===== src/rtl/arm_alu_pkg.sv =====
// Shared ALU definitions: opcode encoding, FSM states and flag bit positions.
// Used by arm_alu_seq, its multiplier datapath and the decoder/control unit.
package arm_alu_pkg;

    localparam int unsigned OP_W   = 3;
    localparam int unsigned FLAG_W = 3;

    localparam logic [OP_W-1:0] OP_ADD  = 3'b000;
    localparam logic [OP_W-1:0] OP_SUB  = 3'b001;
    localparam logic [OP_W-1:0] OP_MOV  = 3'b010;
    localparam logic [OP_W-1:0] OP_LSR  = 3'b011;
    localparam logic [OP_W-1:0] OP_DEC  = 3'b100;
    localparam logic [OP_W-1:0] OP_MUL  = 3'b101;
    localparam logic [OP_W-1:0] OP_PASS = 3'b110;

    localparam int unsigned FLAG_NEG   = 2;
    localparam int unsigned FLAG_ZERO  = 1;
    localparam int unsigned FLAG_CARRY = 0;

    typedef enum logic [1:0] {
        ST_IDLE = 2'd0,
        ST_EXEC = 2'd1,
        ST_MUL  = 2'd2
    } state_e;

    // Assemble the flag vector from its individual bits.
    function automatic logic [FLAG_W-1:0] make_flags(input logic neg, input logic zero,
                                                     input logic carry);
        logic [FLAG_W-1:0] f;
        f             = '0;
        f[FLAG_NEG]   = neg;
        f[FLAG_ZERO]  = zero;
        f[FLAG_CARRY] = carry;
        return f;
    endfunction

endpackage


===== src/rtl/arm_alu_seq_if.sv =====
// Request/result bundle between the control unit (master) and arm_alu_seq (slave).
interface arm_alu_seq_if #(
    parameter int unsigned DATA_W = 16
);
    import arm_alu_pkg::*;

    logic              start;
    logic [OP_W-1:0]   op;
    logic              cin;
    logic [DATA_W-1:0] rd_data;
    logic [DATA_W-1:0] rs_data;
    logic              busy;
    logic              done;
    logic [DATA_W-1:0] d_out;
    logic [FLAG_W-1:0] flags;

    modport master (
        output start, op, cin, rd_data, rs_data,
        input  busy, done, d_out, flags
    );

    modport slave (
        input  start, op, cin, rd_data, rs_data,
        output busy, done, d_out, flags
    );

endinterface


===== src/rtl/arm_alu_mul_iter.sv =====
// Shift-add multiplier datapath: one multiplier bit per step, low DATA_W bits kept.
// ARM_ALU_EARLY_EXIT_EN: report completion as soon as the remaining multiplier is zero.
module arm_alu_mul_iter #(
    parameter int unsigned DATA_W = 16
) (
    input  logic              clk,
    input  logic              rst_n,
    input  logic              load,
    input  logic              step,
    input  logic [DATA_W-1:0] mplier,
    input  logic [DATA_W-1:0] mcand,
    output logic [DATA_W-1:0] acc_next_c,
    output logic              finished_c
);

    localparam int unsigned CNT_W = $clog2(DATA_W + 1);

    logic [DATA_W-1:0] acc;
    logic [DATA_W-1:0] a;
    logic [DATA_W-1:0] b;
    logic [CNT_W-1:0]  cnt;
    logic              last_iter_c;

    always_ff @(posedge clk) begin
        if (!rst_n) begin
            acc <= '0;
            a   <= '0;
            b   <= '0;
            cnt <= '0;
        end else if (load) begin
            acc <= '0;
            a   <= mplier;
            b   <= mcand;
            cnt <= '0;
        end else if (step) begin
            acc <= acc_next_c;
            a   <= a >> 1;
            b   <= b << 1;
            cnt <= cnt + CNT_W'(1);
        end
    end

    // Accumulator value after the step currently in progress.
    assign acc_next_c  = a[0] ? (acc + b) : acc;
    assign last_iter_c = (cnt == CNT_W'(DATA_W - 1));

`ifdef ARM_ALU_EARLY_EXIT_EN
    assign finished_c = last_iter_c || (a[DATA_W-1:1] == '0);
`else
    assign finished_c = last_iter_c;
`endif

endmodule


===== src/rtl/arm_alu_seq.sv =====
// Registered ARM-path ALU with start/done handshake and iterative multiply.
// Build option ARM_ALU_EARLY_EXIT_EN shortens multiplies with small multipliers.
module arm_alu_seq
    import arm_alu_pkg::*;
#(
    parameter int unsigned DATA_W = 16
) (
    input logic          clk,
    input logic          rst_n,
    arm_alu_seq_if.slave bus
);

    state_e            state;
    state_e            state_d;

    logic [OP_W-1:0]   op_q;
    logic              cin_q;
    logic [DATA_W-1:0] a_q;
    logic [DATA_W-1:0] b_q;

    logic              busy_q;
    logic              busy_d;
    logic              done_q;
    logic              done_d;
    logic [DATA_W-1:0] dout_q;
    logic [DATA_W-1:0] dout_d;
    logic [FLAG_W-1:0] flags_q;
    logic [FLAG_W-1:0] flags_d;

    logic              capture_c;
    logic              mul_load_c;
    logic              mul_step_c;
    logic [DATA_W-1:0] mul_acc_next_c;
    logic              mul_finished_c;

    logic [DATA_W:0]   sum_c;
    logic [DATA_W-1:0] alu_res_c;
    logic              alu_carry_c;

    arm_alu_mul_iter #(
        .DATA_W (DATA_W)
    ) u_mul (
        .clk        (clk),
        .rst_n      (rst_n),
        .load       (mul_load_c),
        .step       (mul_step_c),
        .mplier     (bus.rd_data),
        .mcand      (bus.rs_data),
        .acc_next_c (mul_acc_next_c),
        .finished_c (mul_finished_c)
    );

    // Single-cycle operations on the captured operands.
    always_comb begin
        sum_c       = '0;
        alu_res_c   = a_q;
        alu_carry_c = 1'b0;
        case (op_q)
            OP_ADD: begin
                sum_c       = {1'b0, a_q} + {1'b0, b_q};
                alu_res_c   = sum_c[DATA_W-1:0];
                alu_carry_c = sum_c[DATA_W];
            end
            OP_SUB: begin
                sum_c       = {1'b0, a_q} + {1'b0, ~b_q} + (DATA_W + 1)'(1);
                alu_res_c   = sum_c[DATA_W-1:0];
                alu_carry_c = sum_c[DATA_W];
            end
            OP_MOV: begin
                sum_c       = {1'b0, b_q} + (DATA_W + 1)'(cin_q);
                alu_res_c   = sum_c[DATA_W-1:0];
                alu_carry_c = sum_c[DATA_W];
            end
            OP_LSR: begin
                alu_res_c   = b_q >> 1;
                alu_carry_c = b_q[0];
            end
            OP_DEC: begin
                alu_res_c   = b_q - DATA_W'(1);
            end
            default: begin
                alu_res_c   = a_q;
            end
        endcase
    end

    // Control FSM: next state and next values of the registered outputs.
    always_comb begin
        state_d    = state;
        busy_d     = busy_q;
        done_d     = 1'b0;
        dout_d     = dout_q;
        flags_d    = flags_q;
        capture_c  = 1'b0;
        mul_load_c = 1'b0;
        mul_step_c = 1'b0;
        case (state)
            ST_IDLE: begin
                if (bus.start) begin
                    capture_c  = 1'b1;
                    busy_d     = 1'b1;
                    if (bus.op == OP_MUL) begin
                        mul_load_c = 1'b1;
                        state_d    = ST_MUL;
                    end else begin
                        state_d    = ST_EXEC;
                    end
                end
            end
            ST_EXEC: begin
                state_d = ST_IDLE;
                busy_d  = 1'b0;
                done_d  = 1'b1;
                dout_d  = alu_res_c;
                flags_d = make_flags(alu_res_c[DATA_W-1], alu_res_c == '0, alu_carry_c);
            end
            ST_MUL: begin
                mul_step_c = 1'b1;
                if (mul_finished_c) begin
                    state_d = ST_IDLE;
                    busy_d  = 1'b0;
                    done_d  = 1'b1;
                    dout_d  = mul_acc_next_c;
                    flags_d = make_flags(mul_acc_next_c[DATA_W-1], mul_acc_next_c == '0, 1'b0);
                end
            end
            default: begin
                state_d = ST_IDLE;
                busy_d  = 1'b0;
            end
        endcase
    end

    always_ff @(posedge clk) begin
        if (!rst_n) begin
            state   <= ST_IDLE;
            busy_q  <= 1'b0;
            done_q  <= 1'b0;
            dout_q  <= '0;
            flags_q <= '0;
            op_q    <= OP_ADD;
            cin_q   <= 1'b0;
            a_q     <= '0;
            b_q     <= '0;
        end else begin
            state   <= state_d;
            busy_q  <= busy_d;
            done_q  <= done_d;
            dout_q  <= dout_d;
            flags_q <= flags_d;
            if (capture_c) begin
                op_q  <= bus.op;
                cin_q <= bus.cin;
                a_q   <= bus.rd_data;
                b_q   <= bus.rs_data;
            end
        end
    end

    assign bus.busy  = busy_q;
    assign bus.done  = done_q;
    assign bus.d_out = dout_q;
    assign bus.flags = flags_q;

endmodule


===== src/flat_wrapper.sv =====
// flat-port wrapper written by rule: the top's interface ports become plain ports
module arm_alu_seq_flat import arm_alu_pkg::*;
#(
    parameter int unsigned DATA_W = 16
)
  (clk, rst_n, bus_start, bus_op, bus_cin, bus_rd_data, bus_rs_data, bus_busy, bus_done, bus_d_out, bus_flags);
  arm_alu_seq_if #(.DATA_W(DATA_W)) bus_i ();
  input logic clk;
  input logic rst_n;
  input wire logic [$bits(bus_i.start)-1:0] bus_start;
  input wire logic [$bits(bus_i.op)-1:0] bus_op;
  input wire logic [$bits(bus_i.cin)-1:0] bus_cin;
  input wire logic [$bits(bus_i.rd_data)-1:0] bus_rd_data;
  input wire logic [$bits(bus_i.rs_data)-1:0] bus_rs_data;
  output wire logic [$bits(bus_i.busy)-1:0] bus_busy;
  output wire logic [$bits(bus_i.done)-1:0] bus_done;
  output wire logic [$bits(bus_i.d_out)-1:0] bus_d_out;
  output wire logic [$bits(bus_i.flags)-1:0] bus_flags;
  assign bus_i.start = bus_start;
  assign bus_i.op = bus_op;
  assign bus_i.cin = bus_cin;
  assign bus_i.rd_data = bus_rd_data;
  assign bus_i.rs_data = bus_rs_data;
  assign bus_busy = bus_i.busy;
  assign bus_done = bus_i.done;
  assign bus_d_out = bus_i.d_out;
  assign bus_flags = bus_i.flags;
  arm_alu_seq #(.DATA_W(DATA_W)) u_core (.clk(clk), .rst_n(rst_n), .bus(bus_i));
endmodule

===== config.mk =====
export PLATFORM = sky130hd
export DESIGN_NAME = arm_alu_seq_flat
export DESIGN_NICKNAME = d
export VERILOG_FILES = /design/src/rtl/arm_alu_pkg.sv /design/src/rtl/arm_alu_seq_if.sv /design/src/rtl/arm_alu_mul_iter.sv /design/src/rtl/arm_alu_seq.sv /design/src/flat_wrapper.sv
export SDC_FILE = /design/constraint.sdc
export NUM_CORES = 1
export LEC_CHECK = 0
export BUFFER_PORTS_ARGS = -buffer_cell sky130_fd_sc_hd__buf_4
export CORE_ASPECT_RATIO = 1.4
export CORE_MARGIN = 4
export CORE_UTILIZATION = 60
export DETAILED_ROUTE_END_ITERATION = 7
export HOLD_SLACK_MARGIN = 0.12
export PLACE_DENSITY_LB_ADDON = 0.15
export REMOVE_ABC_BUFFERS = 1
export SYNTH_ARGS = -nofsm -noshare
export SYNTH_HDL_FRONTEND = slang
export SYNTH_SLANG_ARGS = --single-unit

===== constraint.sdc =====
create_clock -name clk -period 3.63 [get_ports clk]
set_input_delay 0.363 -clock clk [delete_from_list [all_inputs] [get_ports clk]]
set_output_delay 0.363 -clock clk [all_outputs]
set_load 0.05 [all_outputs]

==> metrics.csv <==
stage,metric,value,unit
sta,drv_slew,0,
clock_tree,root_buffer,clkbuf_16,
synthesis,synth_seq_cells,111,
synthesis,synth.largest_area_cell,dfxtp_1,
pwr,power_switching,1.25,mW
placed_design,place_ws,0.234,ns
clock_tree,cts_resized,0,
final_layout,final-instance-count-excl-fill,1308,
placed_design,gp_congestion,0.998,
synthesis,synth-edff-count,0,
clock_tree,cts-buffers-inserted,9,
drt,detail_route.first_pass.iterations,5,
pwr,peakVddDrop,239,uV
clock_tree,hold_buffers,0,
drt,wire_per_inst,19.1,um
pwr,p_leak,3.68,nW
hold_path,hold_path.class,primary input to register,
sta,clock_skew,0.00804,ns
synthesis,synth_cell_types,78,
synthesis,synth_area,0.00834,mm2
final_layout,syn2layout_area_growth,12.1,%
final_layout,final_common_cell,nand2_1,
worst_setup_path,critPathCaptureType,register,
global_route,grt_pass1_vias,7950,
sta,tns,0,ns
floorplan,rows,50,
sta,finalCriticalPeriod,3.36,ns
global_route,grt_max_degree,81,
drt,route.detailed.drc,0,
global_route,grt_use_total,0.318,
pwr,power_frac_clock,0.304,
sta,timing.fmax,297,MHz
placed_design,placedCellCount,1292,
worst_setup_path,critPathKind,register to register,
final_layout,n_antenna_cell,0,
pwr,swShare,0.362,
floorplan,core,0.0135,mm2
placed_design,dpl.hpwl,18.5,mm
global_route,antenna_found_initial,0,
placed_design,io_buffers,59,
sta,grt_setup_unrepaired,no,
drt,vias,8226,
sta,worst_pin_slew,0.878,ns
clock_tree,clkTransAtPathRegs,0.08,ns
floorplan,die_w,108,um
pwr,p_seq_frac,0.390,
sta,fin_crit_sh,0.926,
worst_setup_path,worstPathRequired,3.91,ns
sta,finalHoldViolCount,0,
worst_setup_path,critPathLaunchType,register,
drt,post_drt_via_cell_ratio,6.29,
final_layout,fin_area,0.00936,mm2
pwr,power.density,368,mW/mm2
final_layout,utilization,0.692,
synthesis,synth_top_cell_area_share,0.266,
global_route,grt_pass1_wl,40.8,mm
clock_tree,cts_sinks,111,
sta,timing.hold.ws,0.234,ns
placed_design,post_dp_cell_area,0.00904,mm2
clock_tree,cts_buffer_depth,2,
pwr,combPwrFrac,0.306,
drt,postRouteAntennaNets,0,
floorplan,fp.dieArea,0.0159,mm2
sta,maxSlewHeadroom,0.415,
clock_tree,htree_levels,3,
synthesis,synth_warnings,0,
final_layout,nFillCells,1212,
drt,drt_iter0_drc,573,
synthesis,ys_seq_area_frac,0.266,
worst_setup_path,arrival,3.65,ns
synthesis,syn_inst,1085,
flow_run,drv_cap,0,
final_layout,multi_input_area,0.00568,mm2
synthesis,async_reset_ff_frac,0,
synthesis,synth_ff_type,dfxtp_1,
floorplan,initial_core_util,0.618,
synthesis,syn_avg_cell_area,7.69,um2
clock_tree,cts_tree,built,
worst_setup_path,crit_path_max_fanout,8,
final_layout,layout_common_cells,"nand2_1, dfxtp_1, nor2_1",
clock_tree,post_cts.repair.setup_buffers,0,
floorplan,fp.dieH,148,um
sta,finalWorstSetupSlack,0.268,ns
drt,wl,25.0,mm
global_route,grt-ovfl-total,0,
final_layout,seq_area,0.00222,mm2
final_layout,final_nets,1219,
synthesis,synth_area_leaders,"dfxtp_1, ha_1, mux2i_1",
clock_tree,insertion_delay,0.37,ns
pwr,design_power_total,3.45,mW
outcome,status,completed,
floorplan,io_pins,60,
sta,final-setup-viol-count,0,
pwr,internal-power,2.20,mW
final_layout,drive_gt1_frac,0.127,
-- power groups by stage --
stage	clock network, mW	registers [mW]	logic, mW
detailed placement	0	1.37	1.03
CTS	1.06	1.34	1.04
global placement	0	1.37	1.02
finish	1.05	1.35	1.05
floorplan	0	1.44	0.626
global route	1.11	1.35	1.15
-- cells by family after synthesis --
group	Yosys count	share of synthesized area
simple gates	385	0.219
mux	53	0.0655
fa+ha+maj	59	0.0912
flops	111	0.266
buf+inv	119	0.0559
compound gates	319	0.260
xor+xnor	39	0.0418
-- metal layers --
layer / share of wire / routed length (um) / vias to the layer above / global-route usage
met5: 0 / 0 / - / 0
met4: 0.037 / 934 / 0 / 0.140
met3: 0.050 / 1260 / 62 / 0.0341
met2: 0.49 / 12300 / 269 / 0.536
met1: 0.42 / 10600 / 3866 / 0.409
li1: - / - / 4029 / -
-- final timing paths --
path	startpoint	end	slack, ns	cells past startpoint
setup / recovery	u_core.b_q[2]	u_core.bus.flags[1]	0.27	12
hold / removal	bus_cin	u_core.cin_q	0.23	3
setup reg to reg	u_core.b_q[2]	u_core.bus.flags[1]	0.27	12
hold reg to reg	u_core.bus.d_out[3]	u_core.bus.d_out[3]	0.46	2
-- worst max-delay path, cell delays in order (launching register included) --
cell and delay [ns]:
dfxtp_1 0.39, inv_1 0.09, ha_1 0.40, nor2b_1 0.19, a2111o_1 0.47, a2111oi_2 0.49, o311a_1 0.26, nor3_1 0.08
a2111oi_4 0.34, a311oi_2 0.12, nor4_2 0.28, a21oi_1 0.10, o31ai_1 0.07
-- layout make-up --
| cell class | count | area share |
|---|---|---|
| clock buffers | 10 | 0.0255 |
| clock inverters | 6 | 0.00722 |
| inverters | 42 | 0.0168 |
| multi-input cells | 855 | 0.607 |
| flip-flops and latches | 111 | 0.238 |
| well taps | 182 | 0.0243 |
| repair buffers | 102 | 0.0818 |
-- sequential cells by signal, indices dropped and copies added (netlist names), 2 cells and up --
name,flops
u_core.u_mul.cnt,5
u_core.bus.flags,2
u_core.state,2
u_core.op_q,3
u_core.b_q,16
u_core.u_mul.b,16
u_core.a_q,16
u_core.u_mul.a,16
u_core.u_mul.acc,16
u_core.bus.d_out,16
-- Yosys cell counts, types with 8 or more instances --
library cell	instances
nand2_1	127
dfxtp_1	111
nor2_1	108
a21oi_1	92
clkbuf_1	61
ha_1	56
a211oi_1	55
mux2i_1	49
o21ai_0	46
inv_1	39
xnor2_1	32
nand3_1	20
nor3_1	20
nor2b_1	18
nand2b_1	16
o21a_1	15
nand4_1	14
or3_1	11
a21o_1	9
a31oi_1	9
buf_1	9
o31ai_1	9
nor4_1	8
Power figures use the tool's default switching activity.
